**src/rtl/mem_streamer_if.sv**
```systemverilog
// mem_streamer_if: start/stream/memory-read bundle for mem_streamer; master is the streamer side.
// out_last exists only when MEM_STREAMER_LAST_EN is defined.
interface mem_streamer_if #(
  parameter int DEPTH    = 8,
  parameter int BIT_SIZE = 16
);
  logic                start;
  logic [DEPTH-1:0]    base_addr;
  logic [DEPTH:0]      length;
  logic [DEPTH-1:0]    read_addr;
  logic [BIT_SIZE-1:0] mem_data;
  logic [BIT_SIZE-1:0] out_data;
  logic                out_valid;
  logic                out_ready;
  logic                busy;
  logic                done;
`ifdef MEM_STREAMER_LAST_EN
  logic                out_last;
`endif
  modport master (
`ifdef MEM_STREAMER_LAST_EN
    output out_last,
`endif
    input  start, base_addr, length, mem_data, out_ready,
    output read_addr, out_data, out_valid, busy, done
  );
  modport slave (
`ifdef MEM_STREAMER_LAST_EN
    input  out_last,
`endif
    output start, base_addr, length, mem_data, out_ready,
    input  read_addr, out_data, out_valid, busy, done
  );
endinterface

```
**src/rtl/mem_streamer.sv**
```systemverilog
// mem_streamer: streams length words from an async-read memory starting at base_addr over a valid/ready port.
// Define MEM_STREAMER_LAST_EN to add the registered out_last marker on the final word.
module mem_streamer #(
  parameter int DEPTH    = 8,
  parameter int BIT_SIZE = 16
) (
  input logic            clk,
  input logic            rst_n,
  mem_streamer_if.master bus
);
  typedef enum logic [1:0] {IDLE, STREAM, DRAIN} state_t;
  state_t              state_q, state_d;
  logic [DEPTH-1:0]    addr_q, addr_d;
  logic [DEPTH:0]      rem_q, rem_d;
  logic [BIT_SIZE-1:0] data_q, data_d;
  logic                valid_q, valid_d;
  logic                done_q, done_d;
  logic                cap;
  logic                final_word;
`ifdef MEM_STREAMER_LAST_EN
  logic                last_q, last_d;
`endif
  assign cap        = (state_q == STREAM) && (!valid_q || bus.out_ready);
  assign final_word = rem_q == (DEPTH+1)'(1);
  always_comb begin
    state_d = state_q;
    addr_d  = addr_q;
    rem_d   = rem_q;
    data_d  = data_q;
    valid_d = valid_q;
    done_d  = 1'b0;
`ifdef MEM_STREAMER_LAST_EN
    last_d  = last_q;
`endif
    if (state_q == IDLE && bus.start) begin
      done_d  = bus.length == '0;
      addr_d  = bus.length == '0 ? addr_q : bus.base_addr;
      rem_d   = bus.length == '0 ? rem_q : bus.length;
      state_d = bus.length == '0 ? IDLE : STREAM;
    end
    // a capture both refills the output register and advances the read pointer
    if (cap) begin
      data_d  = bus.mem_data;
      valid_d = 1'b1;
      addr_d  = addr_q + 1'b1;
      rem_d   = rem_q - 1'b1;
      state_d = final_word ? DRAIN : STREAM;
`ifdef MEM_STREAMER_LAST_EN
      last_d  = final_word;
`endif
    end
    if (state_q == DRAIN && bus.out_ready) begin
      valid_d = 1'b0;
      done_d  = 1'b1;
      state_d = IDLE;
`ifdef MEM_STREAMER_LAST_EN
      last_d  = 1'b0;
`endif
    end
  end
  always_ff @(posedge clk or negedge rst_n) begin
    if (!rst_n) begin
      state_q <= IDLE;
      addr_q  <= '0;
      rem_q   <= '0;
      data_q  <= '0;
      valid_q <= 1'b0;
      done_q  <= 1'b0;
`ifdef MEM_STREAMER_LAST_EN
      last_q  <= 1'b0;
`endif
    end else begin
      state_q <= state_d;
      addr_q  <= addr_d;
      rem_q   <= rem_d;
      data_q  <= data_d;
      valid_q <= valid_d;
      done_q  <= done_d;
`ifdef MEM_STREAMER_LAST_EN
      last_q  <= last_d;
`endif
    end
  end
  assign bus.read_addr = addr_q;
  assign bus.out_data  = data_q;
  assign bus.out_valid = valid_q;
  assign bus.busy      = state_q != IDLE;
  assign bus.done      = done_q;
`ifdef MEM_STREAMER_LAST_EN
  assign bus.out_last  = last_q;
`endif
endmodule
```
**src/flat_wrapper.sv**
```systemverilog
// flat-port wrapper written by rule: the top's interface ports become plain ports
module mem_streamer_flat 
#(
  parameter int DEPTH    = 8,
  parameter int BIT_SIZE = 16
)
  (clk, rst_n, bus_start, bus_base_addr, bus_length, bus_mem_data, bus_out_ready, bus_read_addr, bus_out_data, bus_out_valid, bus_busy, bus_done);
  mem_streamer_if #(.DEPTH(DEPTH), .BIT_SIZE(BIT_SIZE)) bus_i ();
  input logic clk;
  input logic rst_n;
  input wire logic [$bits(bus_i.start)-1:0] bus_start;
  input wire logic [$bits(bus_i.base_addr)-1:0] bus_base_addr;
  input wire logic [$bits(bus_i.length)-1:0] bus_length;
  input wire logic [$bits(bus_i.mem_data)-1:0] bus_mem_data;
  input wire logic [$bits(bus_i.out_ready)-1:0] bus_out_ready;
  output wire logic [$bits(bus_i.read_addr)-1:0] bus_read_addr;
  output wire logic [$bits(bus_i.out_data)-1:0] bus_out_data;
  output wire logic [$bits(bus_i.out_valid)-1:0] bus_out_valid;
  output wire logic [$bits(bus_i.busy)-1:0] bus_busy;
  output wire logic [$bits(bus_i.done)-1:0] bus_done;
  assign bus_i.start = bus_start;
  assign bus_i.base_addr = bus_base_addr;
  assign bus_i.length = bus_length;
  assign bus_i.mem_data = bus_mem_data;
  assign bus_i.out_ready = bus_out_ready;
  assign bus_read_addr = bus_i.read_addr;
  assign bus_out_data = bus_i.out_data;
  assign bus_out_valid = bus_i.out_valid;
  assign bus_busy = bus_i.busy;
  assign bus_done = bus_i.done;
  mem_streamer #(.DEPTH(DEPTH), .BIT_SIZE(BIT_SIZE)) u_core (.clk(clk), .rst_n(rst_n), .bus(bus_i));
endmodule
```
**config.mk**
```make
export PLATFORM = sky130hd
export DESIGN_NAME = mem_streamer_flat
export DESIGN_NICKNAME = d
export VERILOG_FILES = /design/src/rtl/mem_streamer_if.sv /design/src/rtl/mem_streamer.sv /design/src/flat_wrapper.sv
export SDC_FILE = /design/constraint.sdc
export NUM_CORES = 1
export LEC_CHECK = 0
export CELL_PAD_IN_SITES_DETAIL_PLACEMENT = 0
export CELL_PAD_IN_SITES_GLOBAL_PLACEMENT = 2
export CORE_ASPECT_RATIO = 0.6
export CORE_MARGIN = 3
export CORE_UTILIZATION = 39
export DETAILED_ROUTE_END_ITERATION = 8
export DONT_BUFFER_PORTS = 1
export PLACE_DENSITY = 0.88
export SLEW_MARGIN = 20
export SYNTH_ARGS = -nofsm -noshare
export SYNTH_HDL_FRONTEND = slang
export SYNTH_SLANG_ARGS = --single-unit
```
**constraint.sdc**
```tcl
create_clock -name clk -period 3.8 [get_ports clk]
set_input_delay 0.38 -clock clk [delete_from_list [all_inputs] [get_ports clk]]
set_output_delay 0.38 -clock clk [all_outputs]
set_load 0.03 [all_outputs]
```
==> key figures, run 1 <==
STA
  • Final setup violation count: 0
  • Min Hold Slack: approximately 190 ps
  • RSZ-0062 raised after global routing: false
  • Highest clock rate: ~450 MHz
  • TNS Setup: 0 ps
  • Max-slew headroom: 44.6%
  • Fin. Hold Viols: 0
  • Max Slew Vio Count: 0
  • Setup Skew: 5.22 ps
  • Slew @ Worst Pin: around 830 ps
  • Crit path time final: between 2000 and 2500 ps
  • Final period util: just under 60%
  • Final WS setup: 1570 ps

Flow run
  • Max_cap viols: 0

Synthesis
  • Top cells by area, synth: dfrtp_1 (50%), nand2_1 (12%), nor2_1 (2.9%), nand3_1 (2.2%), ha_1 (2.0%)
  • Synthesized area per cell: about 9.3 sq um
  • Mapped Area: ~0.0018 sq mm
  • Post-synth top flop: dfrtp_1
  • Asr flop ratio synth: 100%
  • Synth Instances: a little under 200
  • Post-synth top area cell: dfrtp_1
  • EDFF count, synth: 0
  • Synth top area share: between 50% and 60%
  • Synth warn: 0
  • Seq cells post-synth: 37
  • Synth unique cells: 45
  • Synthesized net count: 237
  • Post-synthesis sequential area ratio: between 50% and 60%

CTS
  • CTS root buf: clkbuf_8
  • Reg clk slew, reported paths: around 80 ps
  • Cts bufs inserted: 5
  • Clk sinks: 37
  • Worst-Skew Late Latency: approximately 290 ps
  • Post-CTS Setup Repair Bufs: 0
  • Clock buffer depth: 2
  • TritonCTS clock tree: done
  • H-tree depth: 2

Global route
  • Grt total ovfl: 0
  • Vias in the first global route: 1409
  • Largest net degree at the start of global routing: 38
  • First-pass GRT wire length: ~7000 um
  • Initial antenna violation count: 0
  • GRT Overall Usage: ~16%

Placed design
  • IO buf count: 0
  • Place WS: about 1600 ps
  • Global placement routability congestion: 0.754
  • Post-DP HPWL: approximately 3300 um

Worst setup path
  • Arrival time at the worst endpoint: ~2500 ps
  • RR Startpoint: u_core.state_q[0]
  • Crit path from: u_core.state_q[0]
  • R2R Path End: u_core.bus.read_addr[5]
  • WS Path Type: reg2reg
  • Critical path endpoint category: flip-flop
  • CP required: roughly 4000 ps
  • Setup slack, reg-to-reg: 1570 ps
  • CP max FO: 22
  • Worst reg2reg path depth: 4
  • Startpoint types: flip-flop

Finish
  • Nets: 240
  • Ant. Diodes: 0
  • Core Util, Final: around 46%
  • Layout cells sized above 1: about 9.0%
  • Layout area overhead: 8.79%

Detailed routing
  • Detailed-route wire length: about 4400 um
  • Number of remaining DRC errors: 0
  • Per-cell routed wire length: approximately 17 um
  • Vias per inst: 5.66
  • Via count: roughly 1500
  • DRT antenna net count: 0
  • DRT Pass-1 Iters: 4
  • Initial drt markers: a little under 80

Min path
  • Worst hold start: bus_mem_data[2]
  • Worst Hold Path EP: u_core.bus.out_data[2]
  • Hold Path Depth: 2
  • HP Class: in2reg

Floorplan
  • Core footprint: ~0.0043 sq mm
  • Die area: ~0.0056 sq mm
  • DIE WIDTH: ~95 um
  • Row cnt: 18
  • Initial Util: approximately 42%
  • Num ports: 64
  • Die Ht: around 59 um

Run status
  • Outcome: completed

Power
  • Power Density: just over 900 mW/mm^2
  • Leak pwr: 0.906 nW
  • Maximum vdd ir drop: 0.000387 V
  • Total power: between 1.5 and 2 mW
==> area by class of cell <==
type	count	area, sq um
Fill cell	426	2330
Sequential cell	37	926
Multi-Input combinational cell	144	840
Tap cell	60	75.1
Clock buffer	5	68.8
Timing Repair Buffer	3	37.5
Inverter	9	33.8
Clock inverter	3	17.5
==> metal layers <==
metal	up-vias	wire (um)	global-route usage, %
met1	708	2020	23.0
met2	54	1960	24.3
met5	-	0	0
met4	0	48	5.54
li1	710	-	-
met3	5	402	5.46
==> kinds of logic (layout without fill, tap and decap cells) <==
group	Yosys count	after routing	synth area share, %
buffers and inverters	16	20	3.88
AND/OR/NAND/NOR	104	104	26.4
AO/OA/AOI/OAI	36	36	16.6
flip-flops	37	37	50.4
adder cells (fa/ha/maj)	3	3	2.04
multiplexers	1	1	0.613
==> flip-flops by register name, summed over array words and instances, names as in the netlist <==
name / cells
u_core.bus.out_data: 16
u_core.rem_q: 9
u_core.bus.read_addr: 8
u_core.state_q: 2
u_core.bus.done: 1
u_core.bus.out_valid: 1
==> worst max path at each step <==
stage | endpoint | slack, ps | cells after the start
3_3_place_gp | u_core.bus.read_addr[5] | 1630 | 4
2_1_floorplan | u_core.bus.read_addr[0] | 2030 | 3
3_5_place_dp | u_core.bus.read_addr[5] | 1580 | 4
6_report | u_core.bus.read_addr[5] | 1570 | 4
5_1_grt | u_core.bus.read_addr[5] | 1320 | 4
4_1_cts | u_core.bus.read_addr[5] | 1570 | 4
==> worst max-delay path, stage by stage (launching register included) <==
cell and delay (ps):
dfrtp_1 460, nor2b_1 420, nand2_1 550, or4_1 650, nand3_1 70
==> cell usage after synthesis (all sizes together) (3+ instances only) <==
cell type,count
nand3,8
clkbuf,3
a311oi,4
a21oi,6
nor4,3
buf,4
or4,4
nand4,3
inv,9
a211oi,4
dfrtp,37
nand2,58
nor2,14
ha,3
nor3,4
o31a,3
==> through the flow <==
stage	cell area (sq um)	instances
after floorplan	1840	197
after global placement	1880	251
after detailed placement	1880	251
after CTS	2000	261
after global routing	2000	261
final	2000	261
==> cells in the final DEF (no fill, tap or decap), types with 2 or more instances in the layout <==
master,synthesis,routed
o31a_1,3,3
a221oi_1,2,2
and4_1,2,2
a221o_1,2,2
nand4_1,3,3
inv_1,9,9
nand3_1,8,8
a211oi_1,4,4
nor2_1,14,14
nor4_1,3,3
a311oi_1,4,4
dfrtp_1,37,37
clkbuf_8,0,5
nor3_1,4,4
clkinv_2,0,2
nand2_1,58,58
or4_1,3,3
and3_1,2,2
ha_1,3,3
a21oi_2,2,2
a21oi_1,4,4
==> power by group <==
part           switching [mW]  internal, mW  total, mW  leakage (nW)
sequential              0.446         0.571       1.02         0.441
clock                   0.146         0.127      0.272        0.0439
combinational           0.334         0.219      0.552         0.421
==> repair_timing <==
action	CTS	global route
resized for setup	0	0
hold endpoints to repair	37	0
hold buffers	2	0
No activity file was read; power rests on OpenSTA's default activity.
==> run 2: changes to the inputs <==
--- a/config.mk
+++ b/config.mk
@@ -9,10 +9,10 @@
 export CELL_PAD_IN_SITES_GLOBAL_PLACEMENT = 2
 export CORE_ASPECT_RATIO = 0.6
 export CORE_MARGIN = 3
-export CORE_UTILIZATION = 39
+export CORE_UTILIZATION = 32
 export DETAILED_ROUTE_END_ITERATION = 8
 export DONT_BUFFER_PORTS = 1
-export PLACE_DENSITY = 0.88
+export PLACE_DENSITY = 0.78
 export SLEW_MARGIN = 20
 export SYNTH_ARGS = -nofsm -noshare
 export SYNTH_HDL_FRONTEND = slang
==> constraint.sdc (replaced) <==
create_clock -name clk -period 1.86 [get_ports clk]
set_input_delay 0.186 -clock clk [delete_from_list [all_inputs] [get_ports clk]]
set_output_delay 0.186 -clock clk [all_outputs]
set_load 0.03 [all_outputs]
==> key figures, run 2 (synthesis gave the netlist of run 1 again) <==
Run status
  • Outcome: completed

CTS
  • H-tree depth: 2
  • Reg clk slew, reported paths: about 80 ps
  • Worst-Skew Late Latency: between 200 and 300 ps
  • Clock buffer depth: 2
  • Post-CTS Setup Repair Bufs: 0
  • CTS root buf: clkbuf_8
  • TritonCTS clock tree: done
  • Clk sinks: 37
  • Cts bufs inserted: 5

Detailed routing
  • Via count: between 1500 and 2000
  • DRT antenna net count: 0
  • Vias per inst: about 5.1
  • Detailed-route wire length: approximately 4900 um
  • Number of remaining DRC errors: 0
  • Per-cell routed wire length: between 15 and 20 um
  • Initial drt markers: 60
  • DRT Pass-1 Iters: 4

STA
  • Highest clock rate: about 570 MHz
  • Fin. Hold Viols: 0
  • Final period util: between 90% and 100%
  • Max Slew Vio Count: 0
  • Final setup violation count: 0
  • Setup Skew: about 7.8 ps
  • Crit path time final: ~1800 ps
  • RSZ-0062 raised after global routing: false
  • Slew @ Worst Pin: 410 ps
  • TNS Setup: 0 ps
  • Max-slew headroom: 72.4%

Worst setup path
  • Critical path endpoint category: flip-flop
  • Startpoint types: flip-flop
  • Buf+Inv Stages, Crit Path: 0
  • CP peak stage delay: about 450 ps
  • CP max FO: 8
  • WS Path Type: reg2reg
  • Cells along the critical path: nor3b_4, o31a_1, nor2_1, a221o_1
  • Cell family with most CP delay: compound AO/OA/AOI/OAI gates
  • CP required: 2040 ps
  • Slowest CP cell: dfrtp_1
  • Arrival time at the worst endpoint: approximately 1900 ps

Power
  • Total power: around 4.1 mW
  • Leak pwr: 1.02 nW
  • Power Density: around 1800 mW/mm^2
  • Maximum vdd ir drop: 0.000559 V

Floorplan
  • DIE WIDTH: 104 um
  • Die area: about 0.0067 sq mm
  • Row cnt: 20
  • Initial Util: around 35%
  • Die Ht: approximately 65 um
  • Num ports: 64
  • Core footprint: ~0.0053 sq mm

Global route
  • Initial antenna violation count: 0
  • Grt total ovfl: 0
  • Vias in the first global route: 1620
  • GRT Overall Usage: between 10% and 20%
  • First-pass GRT wire length: 8200 um
  • Largest net degree at the start of global routing: 38

Finish
  • Layout cells sized above 1: 17.3%
  • Nets: between 200 and 300
  • Most frequent cells in the layout: nand2_1 (58), dfrtp_1 (37), buf_4 (20)
  • Ant. Diodes: 0
  • Commonest non-fill, non-tap cell in the layout: nand2_1
  • Max reg flops: 16
  • Layout area overhead: 21.3%
  • Non-Filler Instances: around 300
  • Fillers: between 500 and 600

Placed design
  • DP Cell Count: 287
  • IO buf count: 0
  • Global placement routability congestion: around 0.8
  • Post-DP HPWL: approximately 3700 um

Flow run
  • Max_cap viols: 0

Min path
  • HP Class: in2reg
run 2: cell types whose count changed in the layout (fill, tap and decap cells not counted), sizes merged:
cell	change
dlygate4sd3	+6
buf	+19
run 2: cell type report:
class                      instances  area, sq um  area share (%)
clock inverter                     3         17.5           0.786
multi-input combinational        144          846            38.0
tap                               77         96.3            4.32
clock buffer                       5         68.8            3.09
inverter                           9         33.8            1.52
sequential                        37          926            41.5
timing repair buffer              28          240            10.8
run 2: metrics by stage:
stage | setup slack, ps | utilization (%) | hold slack (ps) | instance area [sq um]
floorplan | 161 | - | -110 | 1840
global placement | 109 | 38.6 | -109 | 2050
detailed placement | 100 | 38.6 | -108 | 2050
CTS | 83.0 | 41.7 | 0.0527 | 2210
global route | 9.74 | 42.0 | 3.38 | 2230
finish | 105 | 42.0 | 6.83 | 2230
run 2: worst paths after layout:
kind	start	end	slack [ps]	depth (start not counted)
setup / recovery	u_core.state_q[0]	u_core.rem_q[0]	100	4
hold / removal	bus_mem_data[0]	u_core.bus.out_data[0]	7	2
setup reg to reg	u_core.state_q[0]	u_core.rem_q[0]	100	4
hold reg to reg	u_core.rem_q[7]	u_core.rem_q[7]	550	1
max in group asynchronous	rst_n	u_core.bus.out_data[10]	1260	2
min in group asynchronous	rst_n	u_core.bus.done	400	2
run 2: what timing repair did:
item | CTS | global route
setup endpoints to repair | 0 | 4
hold buffers | 7 | 1
resized for setup | 0 | 2
endpoints found under the hold margin | 42 | 1
run 2: power by group:
part / total, mW / switching (mW) / internal (mW)
Clock: 0.557 / 0.299 / 0.259
Sequential: 1.89 / 0.718 / 1.17
Combinational: 1.61 / 0.944 / 0.668
run 2: routing by layer:
layer	GRT usage, %	routed length (um)	vias to the layer above
met5	0	0	-
met4	2.49	11	0
met3	5.07	262	2
met2	24.3	2270	30
met1	20.7	2360	756
li1	-	-	761
==> run 3: changes to the inputs <==
--- a/config.mk
+++ b/config.mk
@@ -13,6 +13,7 @@
 export DETAILED_ROUTE_END_ITERATION = 8
 export DONT_BUFFER_PORTS = 1
 export PLACE_DENSITY = 0.78
+export RECOVER_POWER = 50
 export SLEW_MARGIN = 20
 export SYNTH_ARGS = -nofsm -noshare
 export SYNTH_HDL_FRONTEND = slang
==> key figures, run 3 (synthesis gave the netlist of run 1 again) <==
Global route
  • Grt total ovfl: 0
  • GRT Overall Usage: ~15%
  • First-pass GRT wire length: approximately 8000 um
  • Initial antenna violation count: 0
  • Grt met2 use: ~24%
  • Vias in the first global route: 1620
  • Largest net degree at the start of global routing: 38
  • Global routing usage on met1: 20.7%
  • GRT busiest layer: met2
  • Met3 usage: slightly above 5%

Floorplan
  • Core footprint: between 0.005 and 0.006 sq mm
  • Die area: about 0.0067 sq mm
  • DIE WIDTH: roughly 100 um
  • Num ports: 64
  • Die Ht: roughly 65 um
  • Initial Util: ~35%
  • Row cnt: 20

STA
  • Max Slew Vio Count: 0
  • Setup Skew: about 6.1 ps
  • Final WS setup: approximately 110 ps
  • Slew @ Worst Pin: slightly below 1000 ps
  • Final period util: 94.0%
  • Fin. Hold Viols: 0
  • Highest clock rate: 572 MHz
  • Crit path time final: ~1700 ps
  • RSZ-0062 raised after global routing: false
  • Final setup violation count: 0
  • TNS Setup: 0 ps
  • Max-slew headroom: between 30% and 40%

Power
  • Leak pwr: between 1 and 1.5 nW
  • Maximum vdd ir drop: 0.000560 V
  • Power Density: roughly 1800 mW/mm^2

Finish
  • Most frequent cells in the layout: nand2_1 (58), dfrtp_1 (37), buf_4 (19)
  • Nets: roughly 270
  • Fillers: about 540
  • Final Cell Area: roughly 0.0022 sq mm
  • Max reg flops: 16
  • Layout cells sized above 1: between 10% and 20%
  • Commonest non-fill, non-tap cell in the layout: nand2_1
  • Multi-input logic area: 846 sq um
  • Layout area overhead: 20.3%
  • Ant. Diodes: 0
  • Register area: slightly above 900 sq um
  • Non-Filler Instances: 303

Placed design
  • Post-DP HPWL: 3650 um
  • Place WS: 100 ps
  • Global placement routability congestion: ~0.80
  • IO buf count: 0
  • Area after DPL: 0.00205 sq mm
  • DP Cell Count: 287

CTS
  • Post-CTS Setup Repair Bufs: 0
  • Cts bufs inserted: 5
  • Worst-Skew Late Latency: ~280 ps
  • CTS root buf: clkbuf_8
  • H-tree depth: 2
  • Clk sinks: 37
  • Clock buffer depth: 2
  • TritonCTS clock tree: done
  • Reg clk slew, reported paths: roughly 80 ps

Flow run
  • Max_cap viols: 0

Worst setup path
  • Startpoint types: flip-flop
  • CP max FO: 8
  • RR Startpoint: u_core.state_q[0]
  • WS Path Type: reg2reg
  • Crit path from: u_core.state_q[0]
  • CP required: 2030 ps
  • Arrival time at the worst endpoint: roughly 1900 ps
  • Critical path endpoint category: flip-flop

Run status
  • Outcome: completed

Detailed routing
  • DRT antenna net count: 0
  • Initial drt markers: 61
  • Per-cell routed wire length: ~16 um
  • Vias per inst: approximately 5.1
  • Via count: between 1500 and 2000
  • DRT Pass-1 Iters: 4
  • Number of remaining DRC errors: 0
  • Detailed-route wire length: 4900 um

Min path
  • Worst hold start: bus_mem_data[0]
  • HP Class: in2reg
-- run 3: worst paths after layout --
check	end	slack [ps]	depth (start not counted)
max	u_core.rem_q[0]	110	4
min	u_core.bus.out_data[0]	7	2
max reg2reg	u_core.rem_q[0]	110	4
min reg2reg	u_core.rem_q[7]	550	1
max in group asynchronous	u_core.bus.out_data[1]	620	2
min in group asynchronous	u_core.bus.done	650	2
-- run 3: area by class of cell --
| cell class | instances | area share, % |
|---|---|---|
| repair buffers | 28 | 10.0 |
| flip-flops and latches | 37 | 41.9 |
| multi-input cells | 144 | 38.3 |
| well taps | 77 | 4.36 |
| clock buffers | 5 | 3.11 |
| inverters | 9 | 1.53 |
| clock inverters | 3 | 0.793 |
-- run 3: where the power goes --
group          leakage [nW]  internal (mW)  switching [mW]
Clock                0.0439          0.259           0.296
Combinational         0.529          0.656           0.944
Sequential            0.441           1.17           0.718
Total                  1.01           2.08            1.96
-- run 3: worst max-delay path, cell delays in order (launching register included) --
cell and delay (ps):
dfrtp_1 440, nor3b_4 330, o31a_1 430, nor2_1 130, a221o_1 300
-- run 3: metal layers --
metal / routed length (um) / share of wire (%)
met1: 2310 / 47
met2: 2300 / 47
met3: 266 / 5.4
met4: 11 / 0.22
met5: 0 / 0
-- run 3: repair_timing --
item / in CTS / in global routing
hold endpoints to repair: 42 / 1
resized for setup: 0 / 2
hold buffers: 7 / 1
setup endpoints to repair: 0 / 4
-- run 3: through the flow --
step	hold slack (ps)	power [mW]	utilization, %
detailed placement	-108	3.47	38.6
global route	3.38	4.38	41.7
floorplan	-110	2.92	-
global placement	-109	3.40	38.6
finish	7.50	4.04	41.7
CTS	0.0527	4.07	41.7
